[src/rtl/tron_mc_controller.sv]
// Tron 16-bit multicycle controller: fetch, decode, exec, mem, writeback, trap.
// Ports: clk, reset (async active-low), instruction/instr_valid fetch port,
//   mem_ready; outputs fetch_req, reg_a/reg_b, immediate, cond, alu_op,
//   shift_op, bus_op, imm_mux, reg_write, flag_write, mem_req, mem_write,
//   pc_add, pc_jump, pc_branch, illegal_op, mem_timeout.
module tron_mc_controller #(
    parameter int WIDTH       = 16,
    parameter int REGBITS     = 4,
    parameter int MEM_TIMEOUT = 15
) (
    input  logic               clk,
    input  logic               reset,
    input  logic [15:0]        instruction,
    input  logic               instr_valid,
    input  logic               mem_ready,
    output logic               fetch_req,
    output logic [REGBITS-1:0] reg_a,
    output logic [REGBITS-1:0] reg_b,
    output logic [WIDTH-1:0]   immediate,
    output logic [3:0]         cond,
    output logic [3:0]         alu_op,
    output logic [1:0]         shift_op,
    output logic [2:0]         bus_op,
    output logic               imm_mux,
    output logic               reg_write,
    output logic               flag_write,
    output logic               mem_req,
    output logic               mem_write,
    output logic               pc_add,
    output logic               pc_jump,
    output logic               pc_branch,
    output logic               illegal_op,
    output logic               mem_timeout
);

    typedef enum logic [2:0] {
        S_FETCH, S_DECODE, S_EXEC, S_MEM, S_WB, S_TRAP
    } state_t;

    typedef enum logic [3:0] {
        K_ALU_R, K_ALU_I, K_LUI, K_LSH, K_LSHI, K_LOAD,
        K_STOR, K_JAL, K_JCOND, K_BCOND, K_ILL
    } kind_t;

    localparam int CW     = (MEM_TIMEOUT > 1) ? $clog2(MEM_TIMEOUT) : 1;
    localparam int TMO_I  = (MEM_TIMEOUT > 0) ? MEM_TIMEOUT - 1 : 0;
    localparam logic [CW-1:0] TMO_LAST = CW'(TMO_I);

    state_t             r_state, w_next;
    logic [15:0]        r_instr;
    kind_t              r_kind;
    logic [3:0]         r_alu;
    logic               r_mov, r_cmp;
    logic [REGBITS-1:0] r_reg_a, r_reg_b;
    logic [WIDTH-1:0]   r_imm;
    logic [3:0]         r_cond;
    logic [CW-1:0]      r_wait;

    logic [3:0]         w_op, w_ext, w_code;
    kind_t              w_kind;
    logic [3:0]         w_alu;
    logic               w_alu_ok, w_mov, w_cmp, w_tmo;
    logic [WIDTH-1:0]   w_imm;
    logic signed [7:0]  w_imm8s;
    logic signed [3:0]  w_imm4s;

    assign w_op    = r_instr[15:12];
    assign w_ext   = r_instr[7:4];
    // R-type selects the ALU function by ext, I-type by opcode
    assign w_code  = (w_op == 4'b0000) ? w_ext : w_op;
    assign w_imm8s = r_instr[7:0];
    assign w_imm4s = r_instr[3:0];
    assign w_tmo   = (MEM_TIMEOUT > 0) && (r_wait == TMO_LAST);

    always_comb begin
        w_alu_ok = 1'b1;
        w_alu    = 4'b0000;
        w_mov    = 1'b0;
        w_cmp    = 1'b0;
        case (w_code)
            4'b0101: w_alu = 4'b0000;
            4'b1001: w_alu = 4'b1000;
            4'b1011: begin w_alu = 4'b1000; w_cmp = 1'b1; end
            4'b0001: w_alu = 4'b0001;
            4'b0010: w_alu = 4'b0010;
            4'b0011: w_alu = 4'b0011;
            4'b1101: w_mov = 1'b1;
            default: w_alu_ok = 1'b0;
        endcase
    end

    always_comb begin
        w_kind = K_ILL;
        case (w_op)
            4'b0000: w_kind = w_alu_ok ? K_ALU_R : K_ILL;
            4'b0100: begin
                case (w_ext)
                    4'b0000: w_kind = K_LOAD;
                    4'b0100: w_kind = K_STOR;
                    4'b1000: w_kind = K_JAL;
                    4'b1100: w_kind = K_JCOND;
                    default: w_kind = K_ILL;
                endcase
            end
            4'b1000: begin
                case (w_ext)
                    4'b0100:          w_kind = K_LSH;
                    4'b0000, 4'b0001: w_kind = K_LSHI;
                    default:          w_kind = K_ILL;
                endcase
            end
            4'b1100: w_kind = K_BCOND;
            4'b1111: w_kind = K_LUI;
            default: w_kind = w_alu_ok ? K_ALU_I : K_ILL;
        endcase
    end

    always_comb begin
        w_imm = WIDTH'(r_instr[7:0]);
        case (w_kind)
            K_ALU_I: begin
                // only the arithmetic immediates are signed
                if (w_op == 4'b0101 || w_alu == 4'b1000)
                    w_imm = WIDTH'(w_imm8s);
            end
            K_BCOND: w_imm = WIDTH'(w_imm8s);
            K_LSHI:  w_imm = WIDTH'(w_imm4s);
            K_LUI:   w_imm = WIDTH'({r_instr[7:0], 8'h00});
            default: w_imm = WIDTH'(r_instr[7:0]);
        endcase
    end

    always_ff @(posedge clk or negedge reset) begin
        if (!reset) begin
            r_instr <= '0;
            r_kind  <= K_ALU_R;
            r_alu   <= '0;
            r_mov   <= 1'b0;
            r_cmp   <= 1'b0;
            r_reg_a <= '0;
            r_reg_b <= '0;
            r_imm   <= '0;
            r_cond  <= '0;
            r_wait  <= '0;
        end else begin
            if (r_state == S_FETCH && instr_valid)
                r_instr <= instruction;
            if (r_state == S_DECODE) begin
                r_kind  <= w_kind;
                r_alu   <= w_alu;
                r_mov   <= w_mov;
                r_cmp   <= w_cmp;
                r_reg_a <= REGBITS'(r_instr[3:0]);
                r_reg_b <= REGBITS'(r_instr[11:8]);
                r_imm   <= w_imm;
                r_cond  <= (w_kind == K_JAL) ? 4'hF : r_instr[11:8];
            end
            // MEM is always entered from EXEC, so the count restarts at 0
            if (r_state == S_MEM)
                r_wait <= r_wait + 1'b1;
            else
                r_wait <= '0;
        end
    end

    always_ff @(posedge clk or negedge reset) begin
        if (!reset)
            r_state <= S_FETCH;
        else
            r_state <= w_next;
    end

    always_comb begin
        w_next = r_state;
        case (r_state)
            S_FETCH:  if (instr_valid) w_next = S_DECODE;
            S_DECODE: w_next = (w_kind == K_ILL) ? S_TRAP : S_EXEC;
            S_EXEC: begin
                case (r_kind)
                    K_LOAD, K_STOR: w_next = S_MEM;
                    K_JAL:          w_next = S_WB;
                    default:        w_next = S_FETCH;
                endcase
            end
            S_MEM: begin
                if (mem_ready)
                    w_next = (r_kind == K_LOAD) ? S_WB : S_FETCH;
                else if (w_tmo)
                    w_next = S_FETCH;
            end
            S_WB:    w_next = S_FETCH;
            S_TRAP:  w_next = S_FETCH;
            default: w_next = S_FETCH;
        endcase
    end

    assign reg_a     = r_reg_a;
    assign reg_b     = r_reg_b;
    assign immediate = r_imm;
    assign cond      = r_cond;
    assign shift_op  = 2'b00;

    always_comb begin
        fetch_req   = 1'b0;
        alu_op      = 4'b0000;
        bus_op      = 3'b000;
        imm_mux     = 1'b0;
        reg_write   = 1'b0;
        flag_write  = 1'b0;
        mem_req     = 1'b0;
        mem_write   = 1'b0;
        pc_add      = 1'b0;
        pc_jump     = 1'b0;
        pc_branch   = 1'b0;
        illegal_op  = 1'b0;
        mem_timeout = 1'b0;
        case (r_state)
            S_FETCH: fetch_req = reset;
            S_EXEC: begin
                case (r_kind)
                    K_ALU_R, K_ALU_I, K_LUI: begin
                        alu_op     = r_alu;
                        imm_mux    = (r_kind != K_ALU_R);
                        reg_write  = !r_cmp;
                        flag_write = !r_mov;
                        pc_add     = 1'b1;
                        if (r_mov || r_kind == K_LUI)
                            bus_op = 3'b010;
                    end
                    K_LSH, K_LSHI: begin
                        bus_op    = 3'b001;
                        reg_write = 1'b1;
                        pc_add    = 1'b1;
                        imm_mux   = (r_kind == K_LSHI);
                    end
                    K_JAL: begin
                        reg_write = 1'b1;
                        bus_op    = 3'b100;
                    end
                    K_JCOND: pc_jump = 1'b1;
                    K_BCOND: begin
                        pc_branch = 1'b1;
                        imm_mux   = 1'b1;
                    end
                    default: ;
                endcase
            end
            S_MEM: begin
                mem_req = 1'b1;
                if (r_kind == K_STOR) begin
                    mem_write = 1'b1;
                    bus_op    = 3'b101;
                end
                // a completing access takes priority over the timeout
                if (mem_ready) begin
                    pc_add = (r_kind == K_STOR);
                end else if (w_tmo) begin
                    mem_timeout = 1'b1;
                    pc_add      = 1'b1;
                end
            end
            S_WB: begin
                if (r_kind == K_LOAD) begin
                    bus_op    = 3'b011;
                    reg_write = 1'b1;
                    pc_add    = 1'b1;
                end else begin
                    pc_jump = 1'b1;
                end
            end
            S_TRAP: begin
                illegal_op = 1'b1;
                pc_add     = 1'b1;
            end
            default: ;
        endcase
    end

endmodule

[config.mk]
export PLATFORM = sky130hd
export DESIGN_NAME = tron_mc_controller
export DESIGN_NICKNAME = d
export VERILOG_FILES = /design/src/rtl/tron_mc_controller.sv
export SDC_FILE = /design/constraint.sdc
export NUM_CORES = 1
export LEC_CHECK = 0
export ABC_AREA = 1
export CAP_MARGIN = 20
export CORE_ASPECT_RATIO = 0.5
export CORE_MARGIN = 4
export CORE_UTILIZATION = 49
export DETAILED_ROUTE_END_ITERATION = 6
export PLACE_DENSITY_LB_ADDON = 0.12
export SKIP_LAST_GASP = 1
export SLEW_MARGIN = 5
export SYNTH_ARGS = -nofsm -noshare
export SYNTH_HDL_FRONTEND = slang
export SYNTH_SLANG_ARGS = --single-unit
[constraint.sdc]
create_clock -name clk -period 1.8 [get_ports clk]
set_input_delay 0.45 -clock clk [delete_from_list [all_inputs] [get_ports clk]]
set_output_delay 0.45 -clock clk [all_outputs]
set_load 0.02 [all_outputs]
Yosys cells after proc, flatten, opt, wreduce, memory -nomap -nowiden
Cells that the tools add are included.
W data, S select, Z words.
{ "word_totals": {"register_bits": 61, "latchBits": 0, "ram_bits": 0, "mem_bits_ro": 0, "elab_cells": 122, "n_memories": 0} }
{ "op_classes": {"add_sub_neg": 1, "mul": 0, "div_mod_pow": 0, "order_cmp": 0, "n_eq_ne": 40, "n_shift": 0, "mux": 51, "bitwise": 0, "n_reduce_logical": 19} }
{ "ops": {"columns": ["cell", "n"], "rows": [
  ["$pmux W16 S4", 1],
  ["$eq A4 B4 Y1 const B", 14],
  ["$eq A4 B3 Y1 const B", 10],
  ["$pmux W4 S4", 2],
  ["$mux W4", 7],
  ["$mux W1", 21],
  ["$eq A4 B2 Y1 const B", 5],
  ["$pmux W4 S5", 1],
  ["$mux W3", 6],
  ["$pmux W3 S3", 2],
  ["$eq A4 B1 Y1 const B", 4],
  ["$mux W16", 1],
  ["$logic_not A4 Y1", 3],
  ["$pmux W3 S4", 1],
  ["$pmux W4 S2", 1],
  ["$reduce_or A2 Y1", 4],
  ["$reduce_or A7 Y1", 1],
  ["$eq A3 B2 Y1 const B", 2],
  ["$eq A3 B3 Y1 const B", 2],
  ["$pmux W1 S2", 3],
  ["$pmux W3 S2", 1],
  ["$reduce_or A3 Y1", 2],
  ["$reduce_or A5 Y1", 1],
  ["$add A4 B1 Y4 const B", 1],
  ["other kinds (12)", 15]
]} }

Logic depth before layout (Yosys ltp)
{ "depth": {"word_depth": 10, "ltp_mapped": 11} }

Worst setup path before layout
Ideal clock, no wire load.
{ "synth_timing": {"path_kind": "reg2out", "start": "reg r_state[2]", "end": "out pc_add", "t_arrival_ps": 2108, "t_required_ps": 1350, "setup_slack_ps": -758, "path_stages_with_launch": 6, "path_buffers": 0, "cell_sequence": "dfrtp_1 > nor3_1 > inv_1 > nor3_1 > a21oi_1 > nand4_1"} }
{ "synth_via": {"elab_chain_cells": 2, "word_cells_on_any_way": 5} }
{ "synth_rtl": {"columns": ["item", "line", "text"], "rows": [
  ["from (decl)", "49", "state_t r_state, w_next;"],
  ["from (signal assigned)", "170", "r_state <= w_next;"],
  ["$eq A3 B3 Y1 / $eq A3 B2 Y1 (equally long branches)", "217", "case (r_state)"],
  ["$pmux W1 S4 (*)", "217", null],
  ["to (decl)", "29", "output logic pc_add,"]
]} }
Every way passes the cells marked *; elsewhere a longest branch is shown, timed or not.

Worst setup path in the final report
{ "layout_timing": {"start": "reg r_state[1]", "end": "out reg_write"} }
{ "layout_via": {"elab_chain_cells": 2, "word_cells_on_any_way": 3} }
{ "layout_rtl": {"columns": ["item", "line", "text"], "rows": [
  ["$eq A3 B3 Y1 / $eq A3 B2 Y1 (equally long branches)", "217", null],
  ["$pmux W1 S2 (*)", "217", null],
  ["to (decl)", "25", "output logic reg_write,"]
]} }
Marks and branches as above.

==> results.sh <==
export IMPL_status="finished, violations left"
export IMPL_failed_checks="setup timing"
export IMPL_grt_setup_unrepaired="yes"
export IMPL_grt_remaining_overflow=0
export IMPL_count_of_final_hold_check_violations=0
export IMPL_worst_flop_to_flop_path_startpoint="r_instr[15]$_DFFE_PN0P_"
export IMPL_routed_wire_length_per_instance_um=18.17
export IMPL_cp_top_family="buffers and inverters"
export IMPL_max_vdd_ir_drop_v=0.001207
export IMPL_sequential_area_share_after_synthesis_pct=51.04
export IMPL_clkLatencyLatePin_ps=320
export IMPL_final_cell_count_no_fill=566
export IMPL_post_synth_cell_area_avg_um2=8.104
export IMPL_detailed_placement_wirelength_estimate_um=5508
export IMPL_fillerInstances=315
export IMPL_tritoncts="done"
export IMPL_drc=0
export IMPL_postSynthCellCount=363
export IMPL_ys_types=32
export IMPL_post_layout_total_power_mw=9.594
export IMPL_worstReg2RegEnd="r_state[2]$_DFFE_PN0P_"
export IMPL_die_height_um=62.79
export IMPL_clk_pin_slew_ps=50
export IMPL_clk_root_buffer_cell="sky130_fd_sc_hd__clkbuf_16"
export IMPL_register_area_um2=1510
export IMPL_antenna_found_initial=0
export IMPL_timing_critical_path_from="r_state[1]$_DFFE_PN0P_"
export IMPL_clock_skew_ps=8.069
export IMPL_crit_arrival_ps=1750
export IMPL_final_gp_congestion=0.8644
export IMPL_grt_start_max_net_pins=61
export IMPL_via_count=3187
export IMPL_setup_tns_ps=-4675
export IMPL_drive_gt1_share_pct=36.11
export IMPL_dr_first_iter_drc_count=358
export IMPL_clock_fmax_mhz=455.4
export IMPL_core_region_area_um2=5634
export IMPL_layout_net_count=512
export IMPL_port_buffers=64
export IMPL_htreeDepth=3
export IMPL_hold_buffers=0
export IMPL_crit_buf_inv=5
export IMPL_grt_first_pass_wirelength_um=14770
export IMPL_worst_slew_pin_slew_ps=758.1
export IMPL_synth_warning_count=0
export IMPL_finalWorstPathRequiredPeriod_ps=2196
export IMPL_fp_dieArea_um2=7382
export IMPL_p_per_area_nw_per_um2=1996
export IMPL_floorplan_initialDensity_pct=52.21
export IMPL_timing_final_crit_share_pct=122.0
export IMPL_timing_hold_ws_ps=334.2
export IMPL_netlist_area_before_placement_um2=2942
export IMPL_async_reset_ff_share_pct=100.0
export IMPL_finalCoreUtilization_pct=85.32
export IMPL_worst_r2r_setup_slack_ps=-20
export IMPL_postSynth_topFlopCell="sky130_fd_sc_hd__dfrtp_1"
export IMPL_buffer_levels_on_the_longest_clock_path=2
export IMPL_crit_chain="inv_2, nor3_2, buf_4, inv_4, nor2_4, inv_2, o2111ai_2, buf_6"
export IMPL_hold_path_class="in -> async"
export IMPL_worst_r2r_cell_count=9
export IMPL_placed_cells_incl_taps=528
export IMPL_wirelength_um=10290
export IMPL_power_leakage_nw=2.308
export IMPL_chipWidth_um=117.6
export IMPL_post_route_worst_setup_slack_ps=-395.8
export IMPL_multi_input_logic_area_um2=1521
export IMPL_combined_global_route_utilization_of_all_metal_layers_pct=24.50
export IMPL_avgViaCountPerCell=5.631
export IMPL_critical_setup_path_class="reg -> out"
export IMPL_drv_slew=0
export IMPL_worst_path_most_repeated_cell="sky130_fd_sc_hd__inv_2"
export IMPL_boundaryPins=68
export IMPL_yosys_register_bits=60
export IMPL_finalSetupViolCount=19
export IMPL_crit_path_end_kind="output port"
export IMPL_slew_headroom_pct=49.46
export IMPL_area_delta_synth_final_pct=63.42
export IMPL_grt_pass1_vias=3092
export IMPL_timing_critical_path_from_type="register"
export IMPL_std_cell_rows=19
export IMPL_crit_path_top_delay_cell="sky130_fd_sc_hd__dfrtp_1"
export IMPL_tritoncts_num_sinks=60
export IMPL_crit_path_max_incr_delay_ps=370
export IMPL_detail_route_antenna_nets=0
export IMPL_num_antenna_cells=0
export IMPL_worstPathMaxFanout=5
export IMPL_numCtsBuffers=9
export IMPL_synth_enable_flop_cells=0
export IMPL_worstPathRequired_ps=1350
export IMPL_first_pass_iters=5
export IMPL_number_of_violations_of_the_max_capacitance_limit=0
worst max path at each step:
stage                           end  slack [ps]  cells past startpoint
after detailed placement     pc_add        -530                      5
after global routing      reg_write        -450                      8
after CTS                 reg_write        -260                      8
final                     reg_write        -400                      8
after floorplan              pc_add         -50                      6
after global placement       pc_add        -510                      5
repair_timing:
item | CTS | global route
resized for setup | 135 | 64
setup endpoints to repair | 17 | 49
pin swaps | 16 | 17
buffers inserted | 9 | 15
cloned | 0 | 2
cells by family after synthesis:
logic type	synth area share, %
simple gates	23.99
compound gates	13.44
mux	1.914
flops	51.04
buf+inv	8.039
fa+ha+maj	0.8506
xor+xnor	0.5956
other cells	0.1275
synthesized netlist by cell type, types with 3 or more instances:
cell type / n / share of area [%]
sky130_fd_sc_hd__nand2_1: 73 / 9.3
sky130_fd_sc_hd__dfrtp_1: 60 / 51
sky130_fd_sc_hd__nor2_1: 47 / 6.0
sky130_fd_sc_hd__inv_1: 46 / 5.9
sky130_fd_sc_hd__o21ai_0: 30 / 5.1
sky130_fd_sc_hd__a21oi_1: 28 / 4.8
sky130_fd_sc_hd__nand3_1: 18 / 3.1
sky130_fd_sc_hd__nand4_1: 8 / 1.7
sky130_fd_sc_hd__clkbuf_1: 5 / 0.64
sky130_fd_sc_hd__mux2_2: 5 / 1.9
sky130_fd_sc_hd__nor3_1: 5 / 0.85
sky130_fd_sc_hd__o21ai_1: 5 / 0.85
sky130_fd_sc_hd__a2bb2oi_1: 4 / 1.2
sky130_fd_sc_hd__nand2_2: 4 / 0.85
sky130_fd_sc_hd__buf_2: 3 / 0.51
sky130_fd_sc_hd__buf_4: 3 / 0.77
sequential cells by signal, summed over array words and instances, names as in the netlist, 3 cells and up:
name	cells
cond	4
immediate	16
r_alu	3
r_instr	16
r_kind	4
r_state	3
r_wait	4
reg_a	4
reg_b	4
report_power, final:
part	switching [mW]	internal [mW]	leakage, nW
Sequential	0.504	1.97	0.722
Clock	0.578	1.21	0.154
Combinational	3.01	2.33	1.43
metrics by stage:
step           worst slack, ps  cell area [um^2]
3_5_place_dp            -529.6              3964
2_1_floorplan           -48.78              2985
4_1_cts                 -257.6              4456
5_1_grt                 -446.6              4807
3_3_place_gp            -511.0              3964
6_report                -395.8              4807
routing by layer:
metal,share of wire (%),global-route usage (%),routed length (um),vias up
met5,0,0,0,-
met4,3.5,8.613,362,0
met3,8.3,6.962,850,43
met2,49,42.67,5091,181
met1,39,29.44,3980,1533
li1,-,-,-,1430
area by class of cell:
cell class | instances | area share, %
clock buffers | 13 | 5.830
clock inverters | 1 | 0.6247
inverters | 48 | 3.904
multi-input cells | 246 | 31.65
flip-flops and latches | 60 | 31.42
well taps | 73 | 1.900
repair buffers | 125 | 24.67
cells in the final DEF (no fill, tap or decap), drive strengths merged, types with 2 or more instances in the layout:
cell           instances
inv                   48
clkbuf                15
mux2                   5
dfrtp                 60
ha                     2
nor3                   6
a21oi                 28
a2bb2oi                4
nand4                  9
nand3                 20
clkdlybuf4s50         46
o21ai                 35
nor2                  49
buf                   77
nand2                 77
conb                   3
No activity file was read; power rests on OpenSTA's default activity.
